===== src/rtl/dm_port_arbiter.sv =====
// Single-port Data_Mem arbiter between the CPU load/store path and a loader/debug port.
// One access per cycle; a registered owner tag routes the returning read data.
module dm_port_arbiter #(
    parameter int ADDR_W   = 7,
    parameter int DATA_W   = 32,
    parameter int MAX_WAIT = 4
) (
    input  logic              CLK,
    input  logic              RST,
    input  logic              cpu_req,
    input  logic              cpu_we,
    input  logic [ADDR_W-1:0] cpu_addr,
    input  logic [DATA_W-1:0] cpu_wdata,
    output logic              cpu_stall,
    output logic [DATA_W-1:0] cpu_rdata,
    output logic              cpu_rvalid,
    input  logic              ld_req,
    input  logic              ld_we,
    input  logic [ADDR_W-1:0] ld_addr,
    input  logic [DATA_W-1:0] ld_wdata,
    output logic              ld_gnt,
    output logic [DATA_W-1:0] ld_rdata,
    output logic              ld_rvalid,
    output logic              dm_we,
    output logic              dm_re,
    output logic [ADDR_W-1:0] dm_addr,
    output logic [DATA_W-1:0] dm_wdata,
    input  logic [DATA_W-1:0] dm_rdata
);

    localparam int              CNT_W   = $clog2(MAX_WAIT + 1);
    localparam logic [CNT_W-1:0] CNT_MAX = CNT_W'(MAX_WAIT);

    localparam logic [0:0] C_IDLE   = 1'b0;
    localparam logic [0:0] C_RDWAIT = 1'b1;

    localparam logic [1:0] OWN_NONE = 2'b00;
    localparam logic [1:0] OWN_CPU  = 2'b01;
    localparam logic [1:0] OWN_LD   = 2'b10;

    logic [0:0]       cpu_fsm_q, cpu_fsm_d;
    logic [CNT_W-1:0] wait_cnt_q, wait_cnt_d;
    logic [1:0]       own_q, own_d;
    logic             ld_win_s;
    logic             cpu_win_s;

    // Arbitration: the loader wins when starved, when the CPU is quiet, or while the CPU waits for read data
    always_comb begin
        ld_win_s  = 1'b0;
        cpu_win_s = 1'b0;
        if (RST) begin
            ld_win_s  = 1'b0;
            cpu_win_s = 1'b0;
        end else begin
            ld_win_s  = ld_req && ((wait_cnt_q == CNT_MAX) || !cpu_req || (cpu_fsm_q == C_RDWAIT));
            cpu_win_s = !ld_win_s && cpu_req && (cpu_fsm_q == C_IDLE);
        end
    end

    // Data_Mem command mux driven by the winner
    always_comb begin
        dm_we    = 1'b0;
        dm_re    = 1'b0;
        dm_addr  = {ADDR_W{1'b0}};
        dm_wdata = {DATA_W{1'b0}};
        if (ld_win_s) begin
            dm_we    = ld_we;
            dm_re    = !ld_we;
            dm_addr  = ld_addr;
            dm_wdata = ld_wdata;
        end else if (cpu_win_s) begin
            dm_we    = cpu_we;
            dm_re    = !cpu_we;
            dm_addr  = cpu_addr;
            dm_wdata = cpu_wdata;
        end else begin
            dm_we    = 1'b0;
            dm_re    = 1'b0;
        end
    end

    // Requester-facing outputs; reset suppresses any read still in flight
    always_comb begin
        ld_gnt     = ld_win_s;
        cpu_rvalid = !RST && (own_q == OWN_CPU);
        ld_rvalid  = !RST && (own_q == OWN_LD);
        cpu_rdata  = cpu_rvalid ? dm_rdata : {DATA_W{1'b0}};
        ld_rdata   = ld_rvalid ? dm_rdata : {DATA_W{1'b0}};
        case (cpu_fsm_q)
            C_IDLE:   cpu_stall = !RST && cpu_req && !(cpu_win_s && cpu_we);
            C_RDWAIT: cpu_stall = 1'b0;
            default:  cpu_stall = 1'b0;
        endcase
    end

    // Next-state: CPU FSM, loader starvation counter, read owner tag
    always_comb begin
        cpu_fsm_d  = cpu_fsm_q;
        wait_cnt_d = wait_cnt_q;
        own_d      = OWN_NONE;
        case (cpu_fsm_q)
            C_IDLE: begin
                if (cpu_win_s && !cpu_we) begin
                    cpu_fsm_d = C_RDWAIT;
                end else begin
                    cpu_fsm_d = C_IDLE;
                end
            end
            C_RDWAIT: cpu_fsm_d = C_IDLE;
            default:  cpu_fsm_d = C_IDLE;
        endcase
        if (!ld_req || ld_win_s) begin
            wait_cnt_d = {CNT_W{1'b0}};
        end else if (wait_cnt_q != CNT_MAX) begin
            wait_cnt_d = wait_cnt_q + CNT_W'(1);
        end else begin
            wait_cnt_d = wait_cnt_q;
        end
        if (cpu_win_s && !cpu_we) begin
            own_d = OWN_CPU;
        end else if (ld_win_s && !ld_we) begin
            own_d = OWN_LD;
        end else begin
            own_d = OWN_NONE;
        end
    end

    // State registers with synchronous reset
    always_ff @(posedge CLK) begin
        if (RST) begin
            cpu_fsm_q  <= C_IDLE;
            wait_cnt_q <= {CNT_W{1'b0}};
            own_q      <= OWN_NONE;
        end else begin
            cpu_fsm_q  <= cpu_fsm_d;
            wait_cnt_q <= wait_cnt_d;
            own_q      <= own_d;
        end
    end

endmodule


===== config.mk =====
export PLATFORM = sky130hd
export DESIGN_NAME = dm_port_arbiter
export DESIGN_NICKNAME = d
export VERILOG_FILES = /design/src/rtl/dm_port_arbiter.sv
export SDC_FILE = /design/constraint.sdc
export NUM_CORES = 1
export LEC_CHECK = 0
export CORE_AREA = 3 3 87 89
export CTS_CLUSTER_SIZE = 10
export DETAILED_ROUTE_END_ITERATION = 8
export DIE_AREA = 0 0 90 92
export PLACE_DENSITY_LB_ADDON = 0.15
export SLEW_MARGIN = 5
export SYNTH_ARGS = -nofsm -noshare
export SYNTH_HDL_FRONTEND = slang
export SYNTH_SLANG_ARGS = --single-unit
export TNS_END_PERCENT = 5

===== constraint.sdc =====
create_clock -name CLK -period 4.1 [get_ports CLK]
set_input_delay 1.23 -clock CLK [delete_from_list [all_inputs] [get_ports CLK]]
set_output_delay 1.23 -clock CLK [all_outputs]
set_load 0.05 [all_outputs]

==> Word level (Yosys, flattened, before mapping) <==
Index checks and enable logic that the tools add are counted.
{ "word_totals": {"romBits": 0, "memories": 0, "latch_bits": 0, "ram_bits": 0, "word_cells": 49, "in_bits": 116, "register_bits": 6, "output_inout_bits": 109} }
{ "op_classes": {"shifts": 0, "multipliers": 0, "addsub": 1, "n_eq_ne": 4, "n_mux": 17, "n_bitwise": 1, "order_cmp": 0, "reduce_logical": 22, "div": 0} }
{ "ops": {"columns": ["operator", "count"], "rows": [
  ["$mux 32", 4],
  ["$mux 7", 2],
  ["$logic_and 1x1->1", 10],
  ["$mux 1", 8],
  ["$logic_not 1->1", 7],
  ["$pmux 1 s2", 2],
  ["$reduce_or 2->1", 2],
  ["$add 3x1->3 const B", 1],
  ["$eq 3x3->1 const B", 1],
  ["$logic_or 1x1->1", 3],
  ["$ne 3x3->1 const B", 1],
  ["$eq 2x1->1 const B", 1],
  ["$eq 2x2->1 const B", 1],
  ["$mux 2", 1],
  ["$not 1->1", 1]
]} }

==> Depth between registers and ports, before layout <==
Gate-level depths: netlist of the first run.
{ "logic_depth": {"depth_word": 12, "ltp_mapped": 6, "mapped_depth_nobuf": 5} }

==> Least setup slack after synthesis of the first run <==
No wires, ideal clock.
{ "synth_path": {"path_type": "input-to-output", "start": "input ld_req", "end": "output cpu_stall", "setup_slack_ps": 250, "t_arrival_ps": 2620, "path_buffers": 0, "path_stages": 2, "required_ps": 2870, "path_cell_list": "a311oi_4 -> a211oi_1"} }
{ "synth_between": {"elab_chain_len": 9} }
{ "synth_rtl": {"columns": ["element", "line", "rtl"], "rows": [
  ["start: declaration", "17", "input logic ld_req,"],
  ["$logic_and 1x1->1", "55", "ld_win_s = ld_req && ((wait_cnt_q == CNT_MAX) || !cpu_req || (cpu_fsm_q == C_RDWAIT));"],
  ["$logic_not 1->1", "56", "cpu_win_s = !ld_win_s && cpu_req && (cpu_fsm_q == C_IDLE);"],
  ["$logic_and 1x1->1 (2 in a row)", "56", null],
  ["$mux 1", "51", "if (RST) begin"],
  ["$logic_and 1x1->1", "90", "C_IDLE: cpu_stall = !RST && cpu_req && !(cpu_win_s && cpu_we);"],
  ["$logic_not 1->1", "90", null],
  ["$logic_and 1x1->1", "90", null],
  ["$pmux 1 s2", "89", "case (cpu_fsm_q)"],
  ["end: declaration", "14", "output logic cpu_stall,"]
]} }
No other way between the ends.

==> Worst setup path after layout of the first run <==
{ "layout_path": {"start": "input RST", "end": "output dm_wdata[16]"} }
{ "layout_between": {"elab_chain_len": 3, "word_cells_on_any_way": 4, "classes_between": "mux: 4"} }
{ "layout_rtl": {"columns": ["element", "line", "rtl"], "rows": [
  ["start: declaration", "9", "input logic RST,"],
  ["$mux 1", "51", null],
  ["$mux 32", "71", "end else if (cpu_win_s) begin"],
  ["$mux 32 (*)", "66", "if (ld_win_s) begin"],
  ["end: declaration", "27", "output logic [DATA_W-1:0] dm_wdata,"]
]} }
Mark *: on every way between the ends. The rest lies on a longest branch, timed or not.

==> results of run 1 <==
-- registers in the layout, summed over array words and instances (netlist names) --
name,cells
wait_cnt_q,3
own_q,2
cpu_fsm_q,1
-- worst max path at each step --
stage                      start           end  cells past startpoint
after floorplan           ld_req     cpu_stall                      2
after global placement       RST  dm_wdata[16]                      6
after detailed placement     RST  dm_wdata[16]                      6
after CTS                    RST  dm_wdata[16]                      6
after global routing         RST    dm_addr[3]                      6
final                        RST  dm_wdata[16]                      6
-- synthesized netlist by cell type --
cell type,count,share of area
a211oi_1,1,0.0063
a21oi_4,1,0.014
a22o_1,39,0.29
a22o_2,2,0.017
a311oi_4,1,0.022
and2_1,67,0.35
and2b_2,1,0.0074
buf_4,1,0.0063
buf_6,7,0.066
clkbuf_1,6,0.019
dfxtp_1,6,0.10
ha_1,2,0.021
inv_1,5,0.016
nand2_1,1,0.0032
nand2b_1,1,0.0053
nand2b_4,1,0.012
nand4b_1,1,0.0074
nor2_1,3,0.0095
nor3b_2,2,0.021
xnor2_1,1,0.0074
-- critical path: stages --
cell and delay (ns):
clkdlybuf4s50_1 0.55, nand2b_1 0.25, a21oi_4 0.17, buf_4 0.21
a22o_1 0.21, buf_12 0.15
-- area by class of cell --
type | count | area, sq um | share of cell area
clock buffers | 3 | 41.29 | 0.008864
multi-input cells | 124 | 942.2 | 0.2023
inverters | 5 | 18.77 | 0.004029
well taps | 96 | 120.1 | 0.02579
flip-flops and latches | 6 | 120.1 | 0.02579
repair buffers | 230 | 3416 | 0.7333
-- layer usage --
layer	track usage	vias to the layer above	routed length, um
met3	0.05004	10	684
met2	0.3391	147	4082
met4	0.03954	0	129
li1	-	967	-
met1	0.1570	868	2391
met5	0	-	0
-- where the power goes --
part | internal, mW | total [mW] | switching [mW]
clock network | 0.0629 | 0.0864 | 0.0236
logic | 0.260 | 0.471 | 0.212
registers | 0.0604 | 0.0614 | 0.000971
total | 0.383 | 0.619 | 0.236
-- cells by family after synthesis --
| group | after synthesis | synth area share |
|---|---|---|
| and+or+nand+nor | 77 | 0.4174 |
| AOI/OAI and AO/OA | 44 | 0.3460 |
| buffers and inverters | 19 | 0.1073 |
| DFF | 6 | 0.1010 |
| adders and majority gates | 2 | 0.02103 |
| xor gates and xnor gates | 1 | 0.007362 |
-- layout by cell type (no fill, tap or decap), types with 2 or more instances in the layout --
master	n
clkdlybuf4s50_1	115
and2_1	67
a22o_1	39
a22o_2	2
buf_12	112
dfxtp_1	6
nor2_1	3
ha_1	2
clkbuf_8	3
inv_1	5
nor3b_2	2
buf_4	3
-- stage by stage --
stage | cell area (sq um) | std cells | power, mW | hold WS [ns]
after global placement | 4617 | 461 | 0.5342 | 0.4252
after floorplan | 1190 | 149 | 0.2499 | 0.4173
after detailed placement | 4617 | 461 | 0.5374 | 0.4474
after global routing | 4658 | 464 | 0.6425 | 0.4772
final | 4658 | 464 | 0.6193 | 0.4509
after CTS | 4658 | 464 | 0.6262 | 0.4550
==> flow_summary.toml, run 1 <==
[floorplanning]
dieWidth_um = 90
pin_count = 225
dieHeight_um = 92
die_area_sq_um = 8280
core_area_sq_um = 6832
rows = 30
start_util = 0.1742

[placement]
hpwl_mm = 6.674
portBuffers = 224
place.gp.congestion = 0.7595
post-place-ws_ns = 0.09589

[setup_path]
crit_arrival_ns = 2.76
r2r-start = "wait_cnt_q[0]"
cp.required_ns = 2.87
reg2reg_to = "own_q[0]"
ff2ff_path_depth = 5
crit_type = "in2out"
critPathCaptureType = "output port"
cp_max_fo = 12
worstSetupStartpointType = "input pin"
rrSetupSlack_ns = 2.65

[global_route]
grt_max_degree = 45
groute.usage.overall = 0.1649
antenna_found_initial = 0
grt_overflow = 0
grt_pass1_vias = 2071
grt_pass1_wl_mm = 11.06

[timing]
rsz0062_at_grt = "no"
fin_crit_sh = 0.9743
drv_slew = 0
relSlewSlack = 0.7987
fmax_mhz = 250.3
hold_violations = 0
tightest_slew_ns = 0.3010
period_needed_ns = 3.994
tns_ns = 0
finalSetupViolCount = 0
fin_skew_ns = 0.001431
fin_ws_ns = 0.1055

[yosys]
yosys_warnings = 0
syn_inst = 149
syn-num-nets = 267
synth.avg_cell_area_sq_um = 7.986
ys_seq_area_frac = 0.1009
yosys_register_bits = 6
syn_area_sq_um = 1190
yosysUniqueCellTypes = 20

[detailed_routing]
wl_mm = 7.288
ant_nets = 0
drt-pass1-iter-count = 4
wl_per_cell_um = 15.71
via_count = 1992
route.detailed.drc = 0
drtIter0Drc = 38
routed_via_density = 4.293

[clock_network]
clockBufferDepth = 2
clock-root-buffer = "clkbuf_8"
insertion_delay_ns = 0.22
hold_buffers = 0
clkTransAtPathRegs_ns = 0.03
cts_tree = "yes"
cts_resized = 0
post_cts_buffers = 0
ctsHtreeMaxLevel = 1
clkSinkCount = 6
cts_made_buffers = 3

[hold_path]
whs_endpoint = "wait_cnt_q[0]"
hold-path-cell-count = 1
hp-start = "wait_cnt_q[0]"
hp-class = "reg2reg"

[run]
maxCapViolCount = 0

[finish]
nets = 488
antenna_cells = 0
nFillCells = 535
post-route-util = 0.6819
layout-drive-gt1-share = 0.3424
area_growth_pct = 291.5

[outcome]
outcome = "complete, no violations"

[power]
ir_drop_mv = 0.1091
p_leak_nw = 1.887
power_density_nw_per_um2 = 132.9
No activity file was read; power rests on OpenSTA's default activity.
==> inputs of run 2 (changes only) <==
--- a/config.mk
+++ b/config.mk
@@ -5,6 +5,7 @@
 export SDC_FILE = /design/constraint.sdc
 export NUM_CORES = 1
 export LEC_CHECK = 0
+export CAP_MARGIN = 20
 export CORE_AREA = 3 3 87 89
 export CTS_CLUSTER_SIZE = 10
 export DETAILED_ROUTE_END_ITERATION = 8
==> results of run 2 <==
Same layout as run 1: the final DEF is identical, and so are final timing and power.
